### config.mk
export PLATFORM = sky130hd
export DESIGN_NAME = int_seq_ctrl
export DESIGN_NICKNAME = d
export VERILOG_FILES = /design/src/rtl/int_seq_ctrl.sv
export SDC_FILE = /design/constraint.sdc
export NUM_CORES = 1
export LEC_CHECK = 0
export ABC_CLOCK_PERIOD_IN_PS = 3700
export CORE_UTILIZATION = 49
export CTS_CLUSTER_DIAMETER = 80
export DETAILED_ROUTE_END_ITERATION = 7
export GPL_TIMING_DRIVEN = 0
export PLACE_DENSITY_LB_ADDON = 0.3
export SLEW_MARGIN = 20
export SYNTH_ARGS = -nofsm -noshare
export SYNTH_HDL_FRONTEND = slang
export SYNTH_SLANG_ARGS = --single-unit
### constraint.sdc
create_clock -name clk -period 3.7 [get_ports clk]
set_clock_uncertainty 0.05 [all_clocks]
set_input_delay 0.74 -clock clk [delete_from_list [all_inputs] [get_ports clk]]
set_output_delay 0.74 -clock clk [all_outputs]
set_load 0.02 [all_outputs]
### src/rtl/int_seq_ctrl.sv
`default_nettype none
// ============================================================================
// int_seq_ctrl : nested fixed-priority interrupt sequencer for the IF next-PC mux
// Option macro INTC_IRQ_EDGE_EN: edge-triggered request capture (default level)
// Rev 1.0
// ============================================================================
module int_seq_ctrl #(
    parameter int          NUM_SRC    = 3,
    parameter logic [31:0] VEC_BASE   = 32'h0000_0200,
    parameter logic [31:0] VEC_STRIDE = 32'h0000_0010
) (
    input  logic                         clk,
    input  logic                         RST,
    input  logic [NUM_SRC-1:0]           irq_req,
    input  logic                         int_en,
    input  logic                         stall,
    input  logic                         eret_req,
    input  logic [31:0]                  epc_in,
    output logic                         interrupt,
    output logic                         eret,
    output logic [31:0]                  int_pc,
    output logic [NUM_SRC-1:0]           in_service,
    output logic [$clog2(NUM_SRC+1)-1:0] depth,
    output logic                         stack_err
);

    localparam int                 c_DW  = $clog2(NUM_SRC + 1);
    localparam int                 c_SW  = (NUM_SRC > 1) ? $clog2(NUM_SRC) : 1;
    localparam logic [NUM_SRC-1:0] c_ONE = NUM_SRC'(1);

    typedef enum logic [1:0] {
        S_IDLE = 2'd0,
        S_ENT  = 2'd1,
        S_RET  = 2'd2
    } state_t;

    state_t             r_state;
    state_t             w_state_nxt;
    logic [NUM_SRC-1:0] r_pending;
    logic [NUM_SRC-1:0] r_in_service;
    logic [c_DW-1:0]    r_depth;
    logic               r_stack_err;
    logic [31:0]        r_int_pc;
    logic [c_SW-1:0]    r_sel;

    logic [31:0]        r_stk_epc [NUM_SRC];
    logic [c_SW-1:0]    r_stk_src [NUM_SRC];

    logic [NUM_SRC-1:0] w_set;
    logic               w_found;
    logic [c_SW-1:0]    w_sel;
    logic               w_accept;
    logic               w_push;
    logic               w_pop;
    logic               w_err;
    logic [c_DW-1:0]    w_top;
    logic [NUM_SRC-1:0] w_clr;
    logic [NUM_SRC-1:0] w_pop_clr;
    logic [NUM_SRC-1:0] w_push_set;

`ifdef INTC_IRQ_EDGE_EN
    logic [NUM_SRC-1:0] r_irq_q;

    always_ff @(posedge clk) begin
        if (RST) begin
            r_irq_q <= '0;
        end else begin
            r_irq_q <= irq_req;
        end
    end

    assign w_set = irq_req & ~r_irq_q;
`else
    assign w_set = irq_req;
`endif

    // A source is eligible only if every in-service source has a larger index.
    always_comb begin
        logic w_blocked;
        w_blocked = 1'b0;
        w_found   = 1'b0;
        w_sel     = '0;
        for (int i = 0; i < NUM_SRC; i++) begin
            if (r_in_service[i]) begin
                w_blocked = 1'b1;
            end
            if (!w_blocked && !w_found && r_pending[i] && int_en) begin
                w_found = 1'b1;
                w_sel   = c_SW'(i);
            end
        end
    end

    always_comb begin
        w_state_nxt = r_state;
        w_accept    = 1'b0;
        w_push      = 1'b0;
        w_pop       = 1'b0;
        w_err       = 1'b0;
        case (r_state)
            S_IDLE: begin
                if (!stall) begin
                    if (eret_req) begin
                        if (r_depth != '0) begin
                            w_pop       = 1'b1;
                            w_state_nxt = S_RET;
                        end else begin
                            w_err = 1'b1;
                        end
                    end else if (w_found) begin
                        w_accept    = 1'b1;
                        w_state_nxt = S_ENT;
                    end
                end
            end
            S_ENT: begin
                if (!stall) begin
                    w_push      = 1'b1;
                    w_state_nxt = S_IDLE;
                end
            end
            S_RET: begin
                if (!stall) begin
                    w_state_nxt = S_IDLE;
                end
            end
            default: w_state_nxt = S_IDLE;
        endcase
    end

    assign w_top      = r_depth - 1'b1;
    assign w_clr      = w_accept ? (c_ONE << w_sel) : '0;
    assign w_pop_clr  = w_pop ? (c_ONE << r_stk_src[w_top]) : '0;
    assign w_push_set = w_push ? (c_ONE << r_sel) : '0;

    always_ff @(posedge clk) begin
        if (RST) begin
            r_state      <= S_IDLE;
            r_pending    <= '0;
            r_in_service <= '0;
            r_depth      <= '0;
            r_stack_err  <= 1'b0;
            r_int_pc     <= 32'h0;
            r_sel        <= '0;
        end else begin
            r_state      <= w_state_nxt;
            // New requests override the acceptance clear in the same cycle.
            r_pending    <= (r_pending & ~w_clr) | w_set;
            r_in_service <= (r_in_service & ~w_pop_clr) | w_push_set;
            if (w_accept) begin
                r_sel    <= w_sel;
                r_int_pc <= VEC_BASE + (32'(w_sel) * VEC_STRIDE);
            end else if (w_pop) begin
                r_int_pc <= r_stk_epc[w_top];
            end
            if (w_push) begin
                r_depth <= r_depth + 1'b1;
            end else if (w_pop) begin
                r_depth <= r_depth - 1'b1;
            end
            if (w_err) begin
                r_stack_err <= 1'b1;
            end
        end
    end

    // epc_in is captured on the unstalled exit cycle of S_ENT.
    always_ff @(posedge clk) begin
        if (!RST && w_push) begin
            r_stk_epc[r_depth] <= epc_in;
            r_stk_src[r_depth] <= r_sel;
        end
    end

    a_no_overflow: assert property (@(posedge clk) disable iff (RST)
        (r_state == S_ENT && !stall) |-> (r_depth < c_DW'(NUM_SRC)));

    assign interrupt  = (r_state == S_ENT);
    assign eret       = (r_state == S_RET);
    assign int_pc     = r_int_pc;
    assign in_service = r_in_service;
    assign depth      = r_depth;
    assign stack_err  = r_stack_err;

endmodule
`default_nettype wire

==> reports/results.tsv <==
metric	value	unit
status	complete, no violations	
cellPowerDensity	508	nW/um^2
hp-start	int_pc[20]	
final_common_cell	edfxtp_1	
ios	80	
grt_max_degree	17	
setup.worst_path.class	primary input to register	
min_period	2.66	ns
worstHoldEndpoint	int_pc[20]	
tns	0	ns
netSwitchingFraction	21.7	%
cts_max_path_buffers	2	
vias	3652	
wl_per_cell	17.8	um
synth_cells	406	
r2r-start	depth[0]	
yosysWarnings	0	
clk_pin_slew	0.06	ns
endpoint_kind	register	
drive_above_1_share	14.0	%
holdBufCountCts	0	
dieHeight	109	um
drtPass1Iterations	4	
rsz0062_at_grt	no	
intPower	2920	uW
worst-path-max-fanout	12	
antenna_found_initial	0	
whs_path_depth	2	
ys_types	44	
fin_nets	561	
mostFrequentLayoutCells	edfxtp_1, clkdlybuf4s50_1, nor2_1	
p_leak	0.00245	uW
initial_core_util	51.2	%
utilization	66.4	%
reg2reg_depth	10	
dpl.hpwl	7950	um
synth_area	5650	um^2
fmax	376	MHz
grt_util_met3	5.39	%
portBuffers	79	
tightest_slew	0.640	ns
ctsResizeCount	0	
grt_pass1_vias	3793	
routed_wl	11900	um
gp_congestion	0.787	
use_met1	26.1	%
hold_viol	0	
clk-insertion-delay-late	0.41	ns
crit_arrival	2.73	ns
power.share.sequential	48.1	%
grt-ovfl-total	0	
grt_busiest_layer	met2	
setup_violations	0	
clockPowerShare	44.2	%
required	3.77	ns
area_growth	29.7	%
ant_nets	0	
rows	38	
vias_per_cell	5.47	
synth_seq_cells	147	
critPathLaunchType	primary input	
fp.dieArea	12000	um^2
gr-usage-all-layers	22.1	%
avgSynthCellArea	13.9	um^2
slew_headroom	57.3	%
root_buffer	clkbuf_16	
hold_class	register to register	
ir_worst_vdd	317	uV
drc_errors	0	
cts.htree.levels	4	
reg2reg_slack	1.05	ns
drt_iter0_markers	160	
combPwrFrac	7.8	%
antenna_cells	0	
cts_setup_buffers	0	
max_cap_viol_count	0	
r2r_end	int_pc[10]	
p_switching	808	uW
clock-sinks	147	
die_x	109	um
cts_tree	built	
drv_slew	0	
yosysSeqAreaShare	70.2	%
use_met2	38.3	%
numCtsBuffers	17	
core_area	11000	um^2
syn_nets	452	
fin_crit_sh	71.9	%
grt_pass1_wl	19000	um
## sequential cells by signal, summed over array words and instances, names as in the netlist
| name | cells |
|---|---|
| int_pc | 32 |
| r_state | 2 |
| r_sel | 2 |
| r_pending | 3 |
| r_stk_src | 6 |
| stack_err | 1 |
| in_service | 3 |
| r_stk_epc | 96 |
| depth | 2 |
## power groups by stage
stage	Sequential [uW]	Combinational, uW	Clock [uW]
detailed placement	1820	287	0
floorplan	1840	148	0
global route	1790	314	1740
global placement	1820	276	0
CTS	1790	291	1670
finish	1790	290	1640
## stage by stage
| stage | worst slack (ns) | hold WS, ns | power [uW] | std cells | instance area, um^2 |
|---|---|---|---|---|---|
| floorplan | -0.379 | 0.393 | 1980 | 406 | 5650 |
| global placement | -2.75 | 0.409 | 2100 | 625 | 6620 |
| detailed placement | 0.633 | 0.430 | 2110 | 636 | 6750 |
| CTS | 1.02 | 0.444 | 3750 | 668 | 7320 |
| global route | 0.802 | 0.464 | 3850 | 668 | 7320 |
| finish | 1.04 | 0.437 | 3720 | 668 | 7320 |
## synthesized netlist by cell type
| master | instances | area share (%) |
|---|---|---|
| or3_1 | 1 | 0.11 |
| dfxtp_1 | 45 | 16 |
| clkbuf_1 | 5 | 0.33 |
| nand2b_2 | 1 | 0.16 |
| mux2_2 | 1 | 0.20 |
| buf_6 | 7 | 1.4 |
| and4bb_2 | 1 | 0.22 |
| and4b_1 | 1 | 0.18 |
| o22ai_1 | 1 | 0.11 |
| o2111ai_4 | 1 | 0.47 |
| nor3b_2 | 1 | 0.22 |
| o211ai_1 | 2 | 0.27 |
| nor3_2 | 1 | 0.18 |
| buf_1 | 2 | 0.13 |
| a21oi_1 | 42 | 3.7 |
| nand2_1 | 5 | 0.33 |
| a21o_2 | 1 | 0.16 |
| nand3_1 | 2 | 0.18 |
| a41oi_1 | 1 | 0.16 |
| nand4bb_1 | 1 | 0.20 |
| a211oi_1 | 30 | 4.0 |
| a221oi_1 | 2 | 0.31 |
| o22ai_2 | 1 | 0.22 |
| nor2_1 | 71 | 4.7 |
| a311oi_1 | 1 | 0.16 |
| nor3b_1 | 3 | 0.40 |
| mux2i_1 | 34 | 6.0 |
| inv_1 | 5 | 0.33 |
| buf_4 | 4 | 0.53 |
| and3_1 | 1 | 0.11 |
| o21a_1 | 1 | 0.13 |
| nor3b_4 | 1 | 0.33 |
| buf_2 | 8 | 0.71 |
| nand2b_1 | 2 | 0.22 |
| a211oi_2 | 2 | 0.44 |
| o31ai_1 | 1 | 0.13 |
| nor4b_1 | 1 | 0.16 |
| or2_1 | 1 | 0.11 |
| a31oi_1 | 1 | 0.11 |
| nand4b_1 | 1 | 0.16 |
| ha_1 | 6 | 1.3 |
| edfxtp_1 | 102 | 54 |
| nor2b_1 | 3 | 0.33 |
| nor3_1 | 2 | 0.18 |
## kinds of logic (layout without fill, tap and decap cells)
family          count (synthesis)  after routing  synth area share (%)
flops                         147            147                  70.2
simple gates                  100            100                  8.48
mux                            35             35                  6.22
fa+ha+maj                       6              6                  1.33
buf+inv                        31            153                  3.43
compound gates                 87             87                  10.4
## metal layers
metal / wire length [um] / up-vias
met1: 4830 / 1797
li1: - / 1738
met4: 206 / 0
met5: 0 / -
met3: 564 / 17
met2: 6270 / 100
## area by class of cell
cell class,instances,area (um^2)
fill,819,3710
timing repair buffer,90,900
inverter,5,18.8
clock buffer,20,447
clock inverter,12,133
buffer,26,175
sequential,147,3960
tap,140,175
multi-input combinational,228,1510
## worst max path at each step
stage             start                to  slack (ns)  depth (start not counted)
6_report          stall  r_stk_epc[0][22]        1.04                          7
5_1_grt        depth[0]        int_pc[28]        0.80                         10
4_1_cts        depth[0]         int_pc[0]        1.02                         10
3_5_place_dp      stall  r_stk_epc[0][23]        0.63                          7
3_3_place_gp      stall   r_stk_epc[1][1]       -2.75                          4
2_1_floorplan     stall   r_stk_epc[1][0]       -0.38                          3
## critical path, cell delays in order
cell and delay (ns):
clkdlybuf4s50_1 0.56, nand2b_1 0.24, buf_6 0.15, nor3b_4 0.48, buf_6 0.22, buf_8 0.17
buf_8 0.16
Note: power is estimated with default switching activity, not from simulation.
